--- src/rtl/fpadd_arbiter.sv ---
// Shares one pipelined single-precision fpadd among NREQ requesters, with per-requester credit counters.
// Define FPADD_ARB_RR_EN for round-robin arbitration; the default build uses fixed priority (lowest index wins).
module fpadd_arbiter #(
  parameter int NREQ   = 4,
  parameter int LAT    = 3,
  parameter int OUTMAX = 2
) (
  input  logic                 clk,
  input  logic                 rst_n,
  input  logic [NREQ-1:0]      req_valid,
  output logic [NREQ-1:0]      req_ready,
  input  logic [32*NREQ-1:0]   req_a,
  input  logic [32*NREQ-1:0]   req_b,
  output logic [31:0]          fp_a,
  output logic [31:0]          fp_b,
  input  logic [31:0]          fp_sum,
  output logic [NREQ-1:0]      rsp_valid,
  output logic [31:0]          rsp_sum,
  output logic                 busy
);

  localparam int IW = (NREQ > 1) ? $clog2(NREQ) : 1;
  localparam int CW = $clog2(OUTMAX + 1);
  localparam logic [CW-1:0] CNT_MAX = CW'(OUTMAX);

  typedef struct packed {
    logic          vld;
    logic [IW-1:0] idx;
  } tag_t;

  // Stage 0 travels with fp_a/fp_b; stages 1..LAT track the adder's own LAT stages.
  tag_t          tag_q [0:LAT];
  logic [CW-1:0] cnt_q [NREQ];
  logic [NREQ-1:0] elig;
  logic [NREQ-1:0] cnt_inc;
  logic [NREQ-1:0] cnt_dec;
  logic            gnt_vld;
  logic [IW-1:0]   gnt_idx;
  logic [31:0]     a_sel;
  logic [31:0]     b_sel;
  tag_t            rsp_tag;

  assign rsp_tag = tag_q[LAT];

  // NOTE: every always_comb output gets a default first, so no path can leave a latch behind.
  always_comb begin
    elig = '0;
    for (int i = 0; i < NREQ; i++) begin
      elig[i] = req_valid[i] && (cnt_q[i] < CNT_MAX);
    end
  end

`ifdef FPADD_ARB_RR_EN
  logic [IW-1:0] ptr_q;
  int            rr_cand;

  always_comb begin
    gnt_vld = 1'b0;
    gnt_idx = '0;
    rr_cand = 0;
    for (int off = 0; off < NREQ; off++) begin
      rr_cand = int'(ptr_q) + off;
      if (rr_cand >= NREQ) rr_cand = rr_cand - NREQ;
      if (!gnt_vld && elig[rr_cand]) begin
        gnt_vld = 1'b1;
        gnt_idx = IW'(rr_cand);
      end
    end
  end

  always_ff @(posedge clk or negedge rst_n) begin
    if (!rst_n) begin
      ptr_q <= '0;
    end else if (gnt_vld) begin
      ptr_q <= (int'(gnt_idx) == NREQ - 1) ? '0 : gnt_idx + IW'(1);
    end
  end
`else
  // Scanning downward leaves the lowest eligible index as the final winner.
  always_comb begin
    gnt_vld = 1'b0;
    gnt_idx = '0;
    for (int i = NREQ - 1; i >= 0; i--) begin
      if (elig[i]) begin
        gnt_vld = 1'b1;
        gnt_idx = IW'(i);
      end
    end
  end
`endif

  always_comb begin
    req_ready = '0;
    a_sel     = '0;
    b_sel     = '0;
    cnt_inc   = '0;
    cnt_dec   = '0;
    for (int i = 0; i < NREQ; i++) begin
      if (gnt_vld && gnt_idx == IW'(i)) begin
        req_ready[i] = 1'b1;
        cnt_inc[i]   = 1'b1;
        a_sel        = req_a[32*i +: 32];
        b_sel        = req_b[32*i +: 32];
      end
      if (rsp_tag.vld && rsp_tag.idx == IW'(i)) begin
        cnt_dec[i] = 1'b1;
      end
    end
  end

  always_comb begin
    rsp_valid = cnt_dec;
    rsp_sum   = rsp_tag.vld ? fp_sum : '0;
  end

  always_comb begin
    busy = 1'b0;
    for (int k = 0; k <= LAT; k++) begin
      busy = busy | tag_q[k].vld;
    end
    for (int i = 0; i < NREQ; i++) begin
      busy = busy | (cnt_q[i] != '0);
    end
  end

  // NOTE: sequential state uses non-blocking assignments so every stage samples its predecessor's old value.
  always_ff @(posedge clk or negedge rst_n) begin
    if (!rst_n) begin
      fp_a <= '0;
      fp_b <= '0;
      // NOTE: the tag array is reset because its valid bits qualify responses; the adder's data pipe is not.
      for (int k = 0; k <= LAT; k++) begin
        tag_q[k] <= '0;
      end
    end else begin
      if (gnt_vld) begin
        fp_a     <= a_sel;
        fp_b     <= b_sel;
        tag_q[0] <= '{vld: 1'b1, idx: gnt_idx};
      end else begin
        fp_a     <= '0;
        fp_b     <= '0;
        tag_q[0] <= '0;
      end
      for (int k = 1; k <= LAT; k++) begin
        tag_q[k] <= tag_q[k-1];
      end
    end
  end

  // Accept and response for the same requester in one cycle cancel out.
  always_ff @(posedge clk or negedge rst_n) begin
    if (!rst_n) begin
      for (int i = 0; i < NREQ; i++) begin
        cnt_q[i] <= '0;
      end
    end else begin
      for (int i = 0; i < NREQ; i++) begin
        if (cnt_inc[i] && !cnt_dec[i]) begin
          cnt_q[i] <= cnt_q[i] + CW'(1);
        end else if (cnt_dec[i] && !cnt_inc[i]) begin
          cnt_q[i] <= cnt_q[i] - CW'(1);
        end
      end
    end
  end

endmodule

--- config.mk ---
export PLATFORM = sky130hd
export DESIGN_NAME = fpadd_arbiter
export DESIGN_NICKNAME = d
export VERILOG_FILES = /design/src/rtl/fpadd_arbiter.sv
export SDC_FILE = /design/constraint.sdc
export NUM_CORES = 1
export LEC_CHECK = 0
export CORE_AREA = 2 2 157 159
export DETAILED_ROUTE_END_ITERATION = 7
export DIE_AREA = 0 0 159 161
export PLACE_DENSITY = 0.67
export SLEW_MARGIN = 25
export SYNTH_ARGS = -nofsm -noshare
export SYNTH_HDL_FRONTEND = slang
export SYNTH_SLANG_ARGS = --single-unit
--- constraint.sdc ---
create_clock -name clk -period 4.8 [get_ports clk]
set_input_delay 0.72 -clock clk [delete_from_list [all_inputs] [get_ports clk]]
set_output_delay 0.72 -clock clk [all_outputs]
set_load 0.005 [all_outputs]
==> impl_table.tex, run 1 <==
\begin{tabular}{lr}
\hline
Metric & Value \\
\hline
\multicolumn{2}{l}{\textbf{GRT}} \\
GR Util All Layers & 17.9\% \\
Number of global-route vias before repair & 6278 \\
Wire length of the first global-routing pass & about 36000 µm \\
Maximum number of pins on one net before global-route repair & approximately 80 \\
Leftover overflow at the end of global routing & 0 \\
Antenna violations before repair & 0 \\
\multicolumn{2}{l}{\textbf{Place}} \\
Half-perimeter wire length after placement & around 17000 µm \\
Cell area after placement & about 9200 µm² \\
GP Congestion & roughly 0.85 \\
Number of buffers added on ports & 398 \\
Number of placed instances, taps included & 1219 \\
\multicolumn{2}{l}{\textbf{STA}} \\
Crit path time final & about 3.5 ns \\
Final worst path period share & between 70 and 80\% \\
Endpoints failing setup & 0 \\
Final clock skew & 0.0138 ns \\
FMAX & $\sim$290 MHz \\
RSZ-0062 raised after global routing & no \\
Slew at the pin closest to its max-slew limit & slightly below 0.9 ns \\
Final number of max-transition violations & 0 \\
Hold Violations, Final & 0 \\
Worst slew slack as a fraction of its limit & between 40\% and 50\% \\
Final setup TNS & 0 ns \\
\multicolumn{2}{l}{\textbf{Synth}} \\
Net count after synthesis & between 800 and 900 \\
Seq cells post-synth & 84 \\
Number of distinct library cells after synthesis & 26 \\
Cells after synthesis & between 500 and 600 \\
Count of yosys warnings during synthesis & 0 \\
Post-synth top area cell & sky130\_fd\_sc\_hd\_\_dfrtp\_1 \\
Mean post-synth cell area & 8.89 µm² \\
Cell types with the largest area share after synthesis & sky130\_fd\_sc\_hd\_\_dfrtp\_1 42\%, sky130\_fd\_sc\_hd\_\_a2111oi\_0 11\%, sky130\_fd\_sc\_hd\_\_a311oi\_1 11\% \\
Post-synth top area share & between 40\% and 50\% \\
Register area share after synthesis & a little over two fifths \\
Area of the mapped netlist & $\sim$5000 µm² \\
\multicolumn{2}{l}{\textbf{Layout}} \\
Diodes inserted & 0 \\
Final \#Nets & 1204 \\
Post-route standard cell area excluding fillers & approximately 9500 µm² \\
Fraction of final layout cells with drive strength greater than 1 & between 4 and 5\% \\
Cell Count, Final, Fillers Out & 1235 \\
Synth-to-layout area growth & 89.6\% \\
Utilization of the core after routing & between 30\% and 40\% \\
Number of inserted filler cells in the final layout & 2446 \\
Area used by multi-input combinational logic & approximately 2600 µm² \\
Sequential cell area & between 2000 and 2500 µm² \\
\multicolumn{2}{l}{\textbf{Detailed routing}} \\
Routed Wire Length & about 24000 µm \\
Routed length per placed instance & roughly 19 µm \\
Initial drt markers & between 400 and 500 \\
Vias per inst & between 5 and 6 \\
1st-pass router iterations & 5 \\
Post-detailed-route count of antenna-violating nets & 0 \\
Via count & roughly 6300 \\
Count of unresolved DRC violations after routing & 0 \\
\multicolumn{2}{l}{\textbf{Floorplanning}} \\
Top Ports & about 400 \\
DIE HEIGHT & 161 µm \\
Die footprint & approximately 26000 µm² \\
Initial Util & a little over a fifth \\
Count of standard-cell rows & 57 \\
Core outline area & around 24000 µm² \\
Die extent in x & about 160 µm \\
\multicolumn{2}{l}{\textbf{Worst setup path}} \\
Endpoint kind of the worst setup timing path & output port \\
CP peak stage delay & 0.59 ns \\
Critical-path cell list & clkdlybuf4s50\_1, nand2b\_2, nand2\_1, nor3\_1, clkdlybuf4s50\_1 \\
Worst EP required & 4.08 ns \\
CP Data Arrival Time & between 2 and 3 ns \\
Max Fanout on Critical Path & 29 \\
Critical path class & input port to output port \\
Standard cell with the maximum stage delay on the critical path & sky130\_fd\_sc\_hd\_\_nand2b\_2 \\
Category of the worst setup path launch point & input port \\
Worst reg2reg setup slack & 2.27 ns \\
Cell mode on critical path & sky130\_fd\_sc\_hd\_\_clkdlybuf4s50\_1 \\
Kind of cell adding the most delay to the critical path & simple AND/OR/NAND/NOR gates \\
Buffers \& Inverters on Critical Path & 2 \\
\multicolumn{2}{l}{\textbf{Power and ir drop}} \\
Sw frac & 38.6\% \\
Pwr/cell area & 456 nW/µm² \\
Net Sw Power & 1660 µW \\
Relative contribution of the clock network to total power & $\sim$17\% \\
Cell-internal power & between 2000 and 3000 µW \\
Logic pwr share & between 50\% and 60\% \\
Share of total power in sequential cells & between 20\% and 30\% \\
Peak supply drop & $\sim$180 µV \\
Leakage dissipation & approximately 0.0035 µW \\
\multicolumn{2}{l}{\textbf{CTS}} \\
Hold buffer count at cts & 0 \\
Worst-skew pair later-pin latency & $\sim$0.35 ns \\
TritonCTS sink count & between 80 and 90 \\
Buffer cell driving the clock tree root & sky130\_fd\_sc\_hd\_\_clkbuf\_16 \\
Number of buffers added by the clock tree synthesis step & 9 \\
Number of buffers on the longest clock path & 2 \\
Post-CTS resize count & 0 \\
TritonCTS clock tree & built \\
Number of H-tree levels & 3 \\
Register clock-pin slew on the reported worst setup and hold paths & roughly 0.070 ns \\
Total setup buffers inserted after CTS & 0 \\
\multicolumn{2}{l}{\textbf{Min path}} \\
Worst min-delay path category & flip-flop to flip-flop \\
\multicolumn{2}{l}{\textbf{Job}} \\
Number of max-capacitance violations reported & 0 \\
\multicolumn{2}{l}{\textbf{Run status}} \\
Run status & finished clean \\
\hline
\end{tabular}
-- Yosys cell counts, drive strengths merged --
cell type	number
a21oi	2
a31oi	1
nand2b	4
xor2	8
nor4	3
clkbuf	44
nand3	2
nor2b	3
or2	1
nand2	66
ha	4
buf	31
and2	32
dfrtp	84
nor2	71
nand3b	1
or3b	1
inv	5
nor3	1
a2111oi	64
a311oi	64
nand4	65
xnor2	4
-- routing by layer --
| metal | vias to the layer above | routed length [µm] | part of all wire [%] | track usage [%] |
|---|---|---|---|---|
| met3 | 40 | 2320 | 9.6 | 6.09 |
| met1 | 2997 | 9250 | 38 | 20.1 |
| met4 | 0 | 694 | 2.9 | 6.94 |
| met2 | 376 | 11800 | 49 | 31.3 |
| met5 | - | 0 | 0 | 0 |
| li1 | 2852 | - | - | - |
-- sequential cells by signal, indices dropped and copies added, names as in the netlist --
name and flops:
rsp_tag 3, cnt_q 8, fp_a 32, tag_q 9, fp_b 32
-- power by group through the flow --
stage               registers (µW)  logic [µW]  clock network (µW)
CTS                           1240        2380                 750
floorplan                     1210        1070                   0
global placement              1250        2350                   0
finish                        1240        2350                 718
global route                  1280        2540                 776
detailed placement            1260        2370                   0
-- worst paths after layout --
kind,from,endpoint,depth (start not counted)
max in group asynchronous,rst_n,fp_a[31],2
worst min-delay path,tag_q[3],rsp_tag[0],0
worst max register to register,cnt_q[7],fp_a[12],6
worst min register to register,tag_q[3],rsp_tag[0],0
worst max-delay path,req_valid[1],req_ready[3],5
min in group asynchronous,rst_n,fp_a[16],1
-- metrics by stage --
step / power (µW) / setup WS, ns / hold slack (ns)
after CTS: 4370 / 1.29 / 0.351
after detailed placement: 3620 / 1.31 / 0.335
after global routing: 4600 / 1.18 / 0.361
after floorplan: 2280 / 2.51 / 0.331
final: 4310 / 1.31 / 0.350
after global placement: 3590 / 1.32 / 0.333
-- final cells by class --
class	instances	share of cell area (%)
inverters	5	0.198
repair buffers	409	43.1
flip-flops and latches	84	22.2
clock buffers	9	2.38
well taps	324	4.29
clock inverters	7	0.714
multi-input cells	397	27.1
-- placed cells by master, fill, tap and decap left out, types with 3 or more instances in the layout --
master | Yosys | final
sky130_fd_sc_hd__xor2_1 | 8 | 8
sky130_fd_sc_hd__buf_4 | 5 | 11
sky130_fd_sc_hd__xnor2_1 | 4 | 4
sky130_fd_sc_hd__inv_1 | 4 | 4
sky130_fd_sc_hd__ha_1 | 4 | 4
sky130_fd_sc_hd__clkdlybuf4s50_1 | 0 | 397
sky130_fd_sc_hd__inv_8 | 0 | 3
sky130_fd_sc_hd__a2111oi_0 | 64 | 64
sky130_fd_sc_hd__nor2b_4 | 0 | 3
sky130_fd_sc_hd__nand4_1 | 65 | 65
sky130_fd_sc_hd__nand2_1 | 66 | 66
sky130_fd_sc_hd__a311oi_1 | 64 | 64
sky130_fd_sc_hd__clkbuf_16 | 0 | 9
sky130_fd_sc_hd__dfrtp_1 | 84 | 84
sky130_fd_sc_hd__and2_1 | 32 | 32
sky130_fd_sc_hd__nor2_1 | 71 | 71
sky130_fd_sc_hd__nor4_1 | 3 | 3
-- worst reg2reg max path, stage by stage, from the launching register on --
cell and delay (ns):
sky130_fd_sc_hd__dfrtp_1 0.42, sky130_fd_sc_hd__nand2b_4 0.43, sky130_fd_sc_hd__inv_2 0.19, sky130_fd_sc_hd__buf_4 0.66, sky130_fd_sc_hd__a31oi_4 0.06, sky130_fd_sc_hd__buf_4 0.31
sky130_fd_sc_hd__a311oi_1 0.36
-- logic make-up after synthesis --
logic type	count (synthesis)	synth area share, %
simple gates	250	24.5
buf+inv	80	7.17
xor+xnor	12	2.11
fa+ha+maj	4	1.00
compound gates	131	23.1
flops	84	42.1
(Power assumes the default switching activity.)
==> inputs of run 2 (changes only) <==
--- a/config.mk
+++ b/config.mk
@@ -5,10 +5,10 @@
 export SDC_FILE = /design/constraint.sdc
 export NUM_CORES = 1
 export LEC_CHECK = 0
-export CORE_AREA = 2 2 157 159
+export CORE_AREA = 2 2 153 155
 export DETAILED_ROUTE_END_ITERATION = 7
-export DIE_AREA = 0 0 159 161
-export PLACE_DENSITY = 0.67
+export DIE_AREA = 0 0 155 157
+export PLACE_DENSITY = 0.72
 export SLEW_MARGIN = 25
 export SYNTH_ARGS = -nofsm -noshare
 export SYNTH_HDL_FRONTEND = slang
==> constraint.sdc (replaced) <==
create_clock -name clk -period 2.9 [get_ports clk]
set_input_delay 0.435 -clock clk [delete_from_list [all_inputs] [get_ports clk]]
set_output_delay 0.435 -clock clk [all_outputs]
set_load 0.005 [all_outputs]
==> run 2 against run 1 <==
  * First-iteration DRC count fell by 11%
  * Clock skew rose by 0.0010 ns
  * Die area fell by 4.9%
  * Clock power rose by 70%
  * Worst hold slack got worse by 0.23 ns
  * Largest power group unchanged
==> impl_table.tex, run 2 (synthesized netlist as in run 1, its figures left out) <==
\begin{tabular}{lr}
\hline
Metric & Value \\
\hline
\multicolumn{2}{l}{\textbf{Floorplanning}} \\
Die extent in x & 155 µm (-2.5\%) \\
DIE HEIGHT & 157 µm (-2.5\%) \\
Core outline area & 22500 µm² (-6.1\%) \\
Die footprint & 24300 µm² (-4.9\%) \\
Count of standard-cell rows & 55 (-3.5\%) \\
Initial Util & 22.2\% (+1.4 points) \\
Top Ports & 399 (unchanged) \\
\multicolumn{2}{l}{\textbf{Worst setup path}} \\
CP peak stage delay & 0.59 ns (about the same) \\
Worst EP required & 2.47 ns (-1.61 ns) \\
Standard cell with the maximum stage delay on the critical path & sky130\_fd\_sc\_hd\_\_clkdlybuf4s50\_1 \\
Critical path class & flip-flop to output port \\
CP Data Arrival Time & 2.02 ns (-0.75 ns) \\
Buffers \& Inverters on Critical Path & 1 (-1) \\
Kind of cell adding the most delay to the critical path & simple AND/OR/NAND/NOR gates \\
Critical-path cell list & nand2b\_2, nand2\_1, nor3\_1, clkdlybuf4s50\_1 \\
Category of the worst setup path launch point & flip-flop \\
Max Fanout on Critical Path & 4 (-86\%) \\
Endpoint kind of the worst setup timing path & output port \\
\multicolumn{2}{l}{\textbf{CTS}} \\
Worst-skew pair later-pin latency & 0.35 ns (about the same) \\
Register clock-pin slew on the reported worst setup and hold paths & 0.07 ns (about the same) \\
Number of H-tree levels & 3 (unchanged) \\
Total setup buffers inserted after CTS & 0 (unchanged) \\
Post-CTS resize count & 0 (unchanged) \\
TritonCTS clock tree & built \\
Hold buffer count at cts & 0 (unchanged) \\
Number of buffers on the longest clock path & 2 (unchanged) \\
Number of buffers added by the clock tree synthesis step & 9 (unchanged) \\
TritonCTS sink count & 84 (unchanged) \\
Buffer cell driving the clock tree root & sky130\_fd\_sc\_hd\_\_clkbuf\_16 \\
\multicolumn{2}{l}{\textbf{STA}} \\
Final clock skew & 0.0148 ns (+0.00102 ns) \\
FMAX & around 410 MHz \\
Final worst path period share & a little over four fifths \\
Hold Violations, Final & 0 (unchanged) \\
Final setup TNS & 0 ns (unchanged) \\
Endpoints failing setup & 0 (unchanged) \\
Slew at the pin closest to its max-slew limit & 0.788 ns (-0.0856 ns) \\
Final number of max-transition violations & 0 (unchanged) \\
Worst slew slack as a fraction of its limit & 46.1\% (+4.5 points) \\
Crit path time final & 2.45 ns \\
RSZ-0062 raised after global routing & no \\
\multicolumn{2}{l}{\textbf{Detailed routing}} \\
Max Used Layer & met4 \\
1st-pass router iterations & 5 (unchanged) \\
Vias per inst & 5.14 (+1.4\%) \\
Initial drt markers & 432 (-11\%) \\
Routed Wire Length & 23400 µm (-2.8\%) \\
Routed length per placed instance & 19.5 µm (about the same) \\
M1 wire length & 9020 µm (-2.5\%) \\
Amount of wire on met3 after detailed routing & 2360 µm (+1.8\%) \\
Via count & 6176 (-1.4\%) \\
Met2 wire length & 11400 µm (-3.4\%) \\
Count of unresolved DRC violations after routing & 0 (unchanged) \\
Post-detailed-route count of antenna-violating nets & 0 (unchanged) \\
\multicolumn{2}{l}{\textbf{Layout}} \\
Diodes inserted & 0 (unchanged) \\
Synth-to-layout area growth & 90.3\% \\
Most frequent cells in the layout & 397 x sky130\_fd\_sc\_hd\_\_clkdlybuf4s50\_1, 84 x sky130\_fd\_sc\_hd\_\_dfrtp\_1, 71 x sky130\_fd\_sc\_hd\_\_nor2\_1, 66 x sky130\_fd\_sc\_hd\_\_nand2\_1, 65 x sky130\_fd\_sc\_hd\_\_nand4\_1 \\
Post-route standard cell area excluding fillers & 9490 µm² (+0.38\%) \\
Largest registers in the final layout & fp\_a: 32 flops, fp\_b: 32 flops, tag\_q: 9 flops \\
Most common cell after layout, fill and taps aside & sky130\_fd\_sc\_hd\_\_clkdlybuf4s50\_1 \\
Fraction of final layout cells with drive strength greater than 1 & 4.59\% (+0.52 points) \\
Utilization of the core after routing & 42.2\% (+2.7 points) \\
Cell Count, Final, Fillers Out & 1201 (-2.8\%) \\
Final \#Nets & 1209 (+0.42\%) \\
\multicolumn{2}{l}{\textbf{Min path}} \\
Worst min-delay path category & input port to async pin \\
\multicolumn{2}{l}{\textbf{GRT}} \\
GR Util All Layers & 18.2\% (+0.36 points) \\
Wire length of the first global-routing pass & 34400 µm (-3.9\%) \\
Leftover overflow at the end of global routing & 0 (unchanged) \\
Maximum number of pins on one net before global-route repair & 78 (-3.7\%) \\
Antenna violations before repair & 0 (unchanged) \\
Number of global-route vias before repair & 6097 (-2.9\%) \\
\multicolumn{2}{l}{\textbf{Power and ir drop}} \\
Leakage dissipation & 0.00352 µW (+1.1\%) \\
Total power draw & 7190 µW (+67\%) \\
Pwr/cell area & 758 nW/µm² (+66\%) \\
Peak supply drop & 273 µV (+52\%) \\
\multicolumn{2}{l}{\textbf{Job}} \\
Number of max-capacitance violations reported & 0 (unchanged) \\
\multicolumn{2}{l}{\textbf{Place}} \\
GP Congestion & 0.820 (-3.6\%) \\
Cell area after placement & 9190 µm² (+0.33\%) \\
Half-perimeter wire length after placement & 16900 µm (+1.3\%) \\
Number of buffers added on ports & 398 (unchanged) \\
Number of placed instances, taps included & 1185 (-2.8\%) \\
\multicolumn{2}{l}{\textbf{Run status}} \\
Run status & finished clean \\
\hline
\end{tabular}
==> run 2: cell types whose count changed in the layout (fill, tap and decap cells not counted) <==
cell,change
sky130_fd_sc_hd__clkinv_2,+2
sky130_fd_sc_hd__inv_8,-3
sky130_fd_sc_hd__buf_12,+3
sky130_fd_sc_hd__buf_4,+1
sky130_fd_sc_hd__buf_6,+1
sky130_fd_sc_hd__bufinv_16,+1
==> run 2: area by class of cell <==
type / count / area [µm²]
sequential: 84 / 2100
multi-input combinational: 397 / 2560
clock inverter: 7 / 73.8
tap: 285 / 357
inverter: 5 / 18.8
fill: 2194 / 13000
timing repair buffer: 414 / 4160
clock buffer: 9 / 225
==> run 2: per-layer routing <==
metal / vias up / track usage [%]
met2: 378 / 30.8
met3: 47 / 6.66
met1: 2897 / 21.4
met4: 0 / 6.31
li1: 2854 / -
met5: - / 0
==> run 2: stage by stage <==
step	hold WS [ns]	worst slack [ns]
final	0.124	0.449
after global routing	0.168	0.318
after CTS	0.162	0.409
after detailed placement	0.336	0.473
after global placement	0.335	0.520
after floorplan	0.139	0.955
==> run 2: power by group <==
part           total [µW]  switching (µW)  internal, µW
registers            1990             263          1730
clock network        1220             544           673
logic                3980            1890          2100
==> run 2: worst paths after layout <==
check / startpoint / end / slack (ns) / cells after the start
worst max-delay path: cnt_q[5] / req_ready[3] / 0.45 / 4
min in group clk: tag_q[4] / rsp_tag[1] / 0.36 / 0
worst max register to register: cnt_q[5] / fp_b[29] / 0.92 / 5
worst min register to register: tag_q[4] / rsp_tag[1] / 0.36 / 0
max in group asynchronous: rst_n / fp_a[12] / 2.11 / 2
worst min-delay path: rst_n / fp_b[17] / 0.12 / 1
==> run 2: worst reg2reg max path, cell delays in order, from the launching register on <==
cell	delay, ns
sky130_fd_sc_hd__dfrtp_1	0.45
sky130_fd_sc_hd__nand2b_2	0.25
sky130_fd_sc_hd__buf_4	0.28
sky130_fd_sc_hd__a31oi_4	0.24
sky130_fd_sc_hd__buf_4	0.41
sky130_fd_sc_hd__a311oi_1	0.22
==> inputs of run 3 (changes only) <==
==> constraint.sdc (replaced) <==
create_clock -name clk -period 2.05 [get_ports clk]
set_input_delay 0.3075 -clock clk [delete_from_list [all_inputs] [get_ports clk]]
set_output_delay 0.3075 -clock clk [all_outputs]
set_load 0.005 [all_outputs]
==> run 3 against run 2 <==
  * Final area is 5.4% higher
  * Clock skew is 0.0046 ns lower
  * Non-clock buffer count is 43 higher
  * Sequential share of layout area is 1.1 points lower
  * Largest cell class unchanged
==> impl_table.tex, run 3 (synthesized netlist as in run 1, its figures left out) <==
\begin{tabular}{lr}
\hline
Metric & Value \\
\hline
\multicolumn{2}{l}{\textbf{Place}} \\
GP Congestion & 0.843 (+2.8\%) \\
Number of placed instances, taps included & 1217 (+2.7\%) \\
Number of buffers added on ports & 398 (unchanged) \\
Cell area after placement & 9570 µm² (+4.1\%) \\
Worst setup slack before clock tree synthesis & -0.125 ns (-0.598 ns) \\
Half-perimeter wire length after placement & 17900 µm (+5.9\%) \\
\multicolumn{2}{l}{\textbf{GRT}} \\
GR Util All Layers & 18.3\% (+0.028 points) \\
Leftover overflow at the end of global routing & 0 (unchanged) \\
Wire length of the first global-routing pass & 34600 µm (+0.80\%) \\
Antenna violations before repair & 0 (unchanged) \\
Number of global-route vias before repair & 6211 (+1.9\%) \\
Maximum number of pins on one net before global-route repair & 60 (-23\%) \\
\multicolumn{2}{l}{\textbf{Power and ir drop}} \\
Peak supply drop & 338 µV (+24\%) \\
Net Sw Power & 3930 µW (+46\%) \\
Leakage dissipation & 0.00383 µW (+8.9\%) \\
Share of total power in sequential cells & 26.1\% (-1.6 points) \\
Cell-internal power & 6850 µW (+52\%) \\
Sw frac & 36.5\% (-0.98 points) \\
Logic pwr share & 58.9\% (+3.5 points) \\
Pwr/cell area & 1080 nW/µm² (+42\%) \\
Relative contribution of the clock network to total power & 14.9\% (-2.0 points) \\
\multicolumn{2}{l}{\textbf{CTS}} \\
Number of buffers on the longest clock path & 2 (unchanged) \\
TritonCTS clock tree & built \\
Worst-skew pair later-pin latency & 0.34 ns (about the same) \\
Register clock-pin slew on the reported worst setup and hold paths & 0.07 ns (about the same) \\
Number of H-tree levels & 3 (unchanged) \\
Number of buffers added by the clock tree synthesis step & 9 (unchanged) \\
TritonCTS sink count & 84 (unchanged) \\
Buffer cell driving the clock tree root & sky130\_fd\_sc\_hd\_\_clkbuf\_16 \\
\multicolumn{2}{l}{\textbf{Detailed routing}} \\
Post-detailed-route count of antenna-violating nets & 0 (unchanged) \\
Initial drt markers & 399 (-7.6\%) \\
Routed length per placed instance & 19.0 µm (-2.4\%) \\
Count of unresolved DRC violations after routing & 0 (unchanged) \\
Vias per inst & 5.12 (-0.50\%) \\
Routed Wire Length & 23600 µm (+1.1\%) \\
Via count & 6365 (+3.1\%) \\
1st-pass router iterations & 5 (unchanged) \\
\multicolumn{2}{l}{\textbf{Layout}} \\
Number of inserted filler cells in the final layout & 2183 (-0.50\%) \\
Final \#Nets & 1252 (+3.6\%) \\
Most frequent cells in the layout & 390 x sky130\_fd\_sc\_hd\_\_clkdlybuf4s50\_1, 80 x sky130\_fd\_sc\_hd\_\_dfrtp\_1, 70 x sky130\_fd\_sc\_hd\_\_nor2\_1, 65 x sky130\_fd\_sc\_hd\_\_nand4\_1, 65 x sky130\_fd\_sc\_hd\_\_nand2\_1 \\
Cell Count, Final, Fillers Out & 1244 (+3.6\%) \\
Post-route standard cell area excluding fillers & 10000 µm² (+5.4\%) \\
Largest registers in the final layout & fp\_a: 32 flops, fp\_b: 32 flops, tag\_q: 9 flops \\
Sequential cell area & 2110 µm² (+0.24\%) \\
Diodes inserted & 0 (unchanged) \\
Synth-to-layout area growth & 101\% \\
Most common cell after layout, fill and taps aside & sky130\_fd\_sc\_hd\_\_clkdlybuf4s50\_1 \\
Fraction of final layout cells with drive strength greater than 1 & 9.80\% (+5.2 points) \\
Area used by multi-input combinational logic & 2600 µm² (+1.6\%) \\
\multicolumn{2}{l}{\textbf{Worst setup path}} \\
Critical-path cell list & nand2b\_1, nor2\_4, clkdlybuf4s50\_1 \\
Category of the worst setup path launch point & flip-flop \\
Endpoint kind of the worst setup timing path & output port \\
Worst EP required & 1.74 ns (-0.73 ns) \\
CP peak stage delay & 0.52 ns (-0.07 ns) \\
Critical path class & flip-flop to output port \\
Max Fanout on Critical Path & 4 (unchanged) \\
Standard cell with the maximum stage delay on the critical path & sky130\_fd\_sc\_hd\_\_clkdlybuf4s50\_1 \\
CP Data Arrival Time & 1.66 ns (-0.36 ns) \\
Kind of cell adding the most delay to the critical path & buffers and inverters \\
Buffers \& Inverters on Critical Path & 1 (unchanged) \\
\multicolumn{2}{l}{\textbf{Floorplanning}} \\
Die footprint & 24300 µm² (unchanged) \\
Top Ports & 399 (unchanged) \\
Die extent in x & 155 µm (unchanged) \\
Core outline area & 22500 µm² (unchanged) \\
Initial Util & 22.2\% (unchanged) \\
DIE HEIGHT & 157 µm (unchanged) \\
Count of standard-cell rows & 55 (unchanged) \\
\multicolumn{2}{l}{\textbf{Run status}} \\
Run status & finished clean \\
\multicolumn{2}{l}{\textbf{STA}} \\
Endpoints failing setup & 0 (unchanged) \\
Slew at the pin closest to its max-slew limit & 0.631 ns (-0.157 ns) \\
Hold Violations, Final & 0 (unchanged) \\
FMAX & 507 MHz \\
Worst slew slack as a fraction of its limit & 57.9\% (+12 points) \\
Setup slack of the critical path after layout & 0.0786 ns (-0.371 ns) \\
Final number of max-transition violations & 0 (unchanged) \\
Hold\_ws & 0.348 ns (+0.224 ns) \\
Final worst path period share & between 90\% and 100\% \\
Final setup TNS & 0 ns (unchanged) \\
Final clock skew & 0.0103 ns (-0.00458 ns) \\
Crit path time final & between 1.5 and 2 ns \\
\multicolumn{2}{l}{\textbf{Min path}} \\
Worst min-delay path category & flip-flop to flip-flop \\
\multicolumn{2}{l}{\textbf{Job}} \\
Number of max-capacitance violations reported & 0 (unchanged) \\
\hline
\end{tabular}
[run 3: per-layer routing]
| layer | up-vias | global-route usage (%) | share of wire, % |
|---|---|---|---|
| met5 | - | 0 | 0 |
| met3 | 34 | 5.70 | 9.1 |
| met4 | 0 | 6.44 | 2.4 |
| met2 | 344 | 31.5 | 49 |
| met1 | 3036 | 21.5 | 39 |
| li1 | 2951 | - | - |
[run 3: power groups by stage]
stage	sequential [µW]	clock (µW)	combinational, µW
final	2810	1610	6350
after global routing	2910	1750	6850
after CTS	2830	1680	6260
after detailed placement	2860	0	6140
after global placement	2830	0	6110
after floorplan	2830	0	2500
[run 3: final timing paths]
check	startpoint	end	slack [ns]	cells past startpoint
worst max-delay path	cnt_q[3]	req_ready[2]	0.08	3
worst min-delay path	tag_q[3]	rsp_tag[0]	0.35	0
worst max register to register	rsp_tag[2]	cnt_q[7]	0.29	7
worst min register to register	tag_q[3]	rsp_tag[0]	0.35	0
min in group asynchronous	rst_n	fp_b[16]	0.48	2
max in group asynchronous	rst_n	fp_b[2]	0.97	3
[run 3: area by class of cell]
cell class                 instances  area share [%]
tap                              285            3.57
sequential                        84            21.1
clock inverter                     5           0.363
clock buffer                      11            2.53
timing repair buffer             457            46.3
inverter                           5           0.188
multi-input combinational        397            26.0
[run 3: repair_timing]
item	CTS	global route
hold buffers	1	0
cloned	0	0
resized for setup	14	8
pin swaps	2	0
endpoints found under the setup margin	11	6
endpoints found under the hold margin	32	0
buffers inserted	5	6
[run 3: metrics by stage]
step                      power [µW]  util [%]
after global routing           11500      44.4
after global placement          8940      42.5
final                          10800      44.4
after CTS                      10800      44.1
after detailed placement        9000      42.5
after floorplan                 5330         -
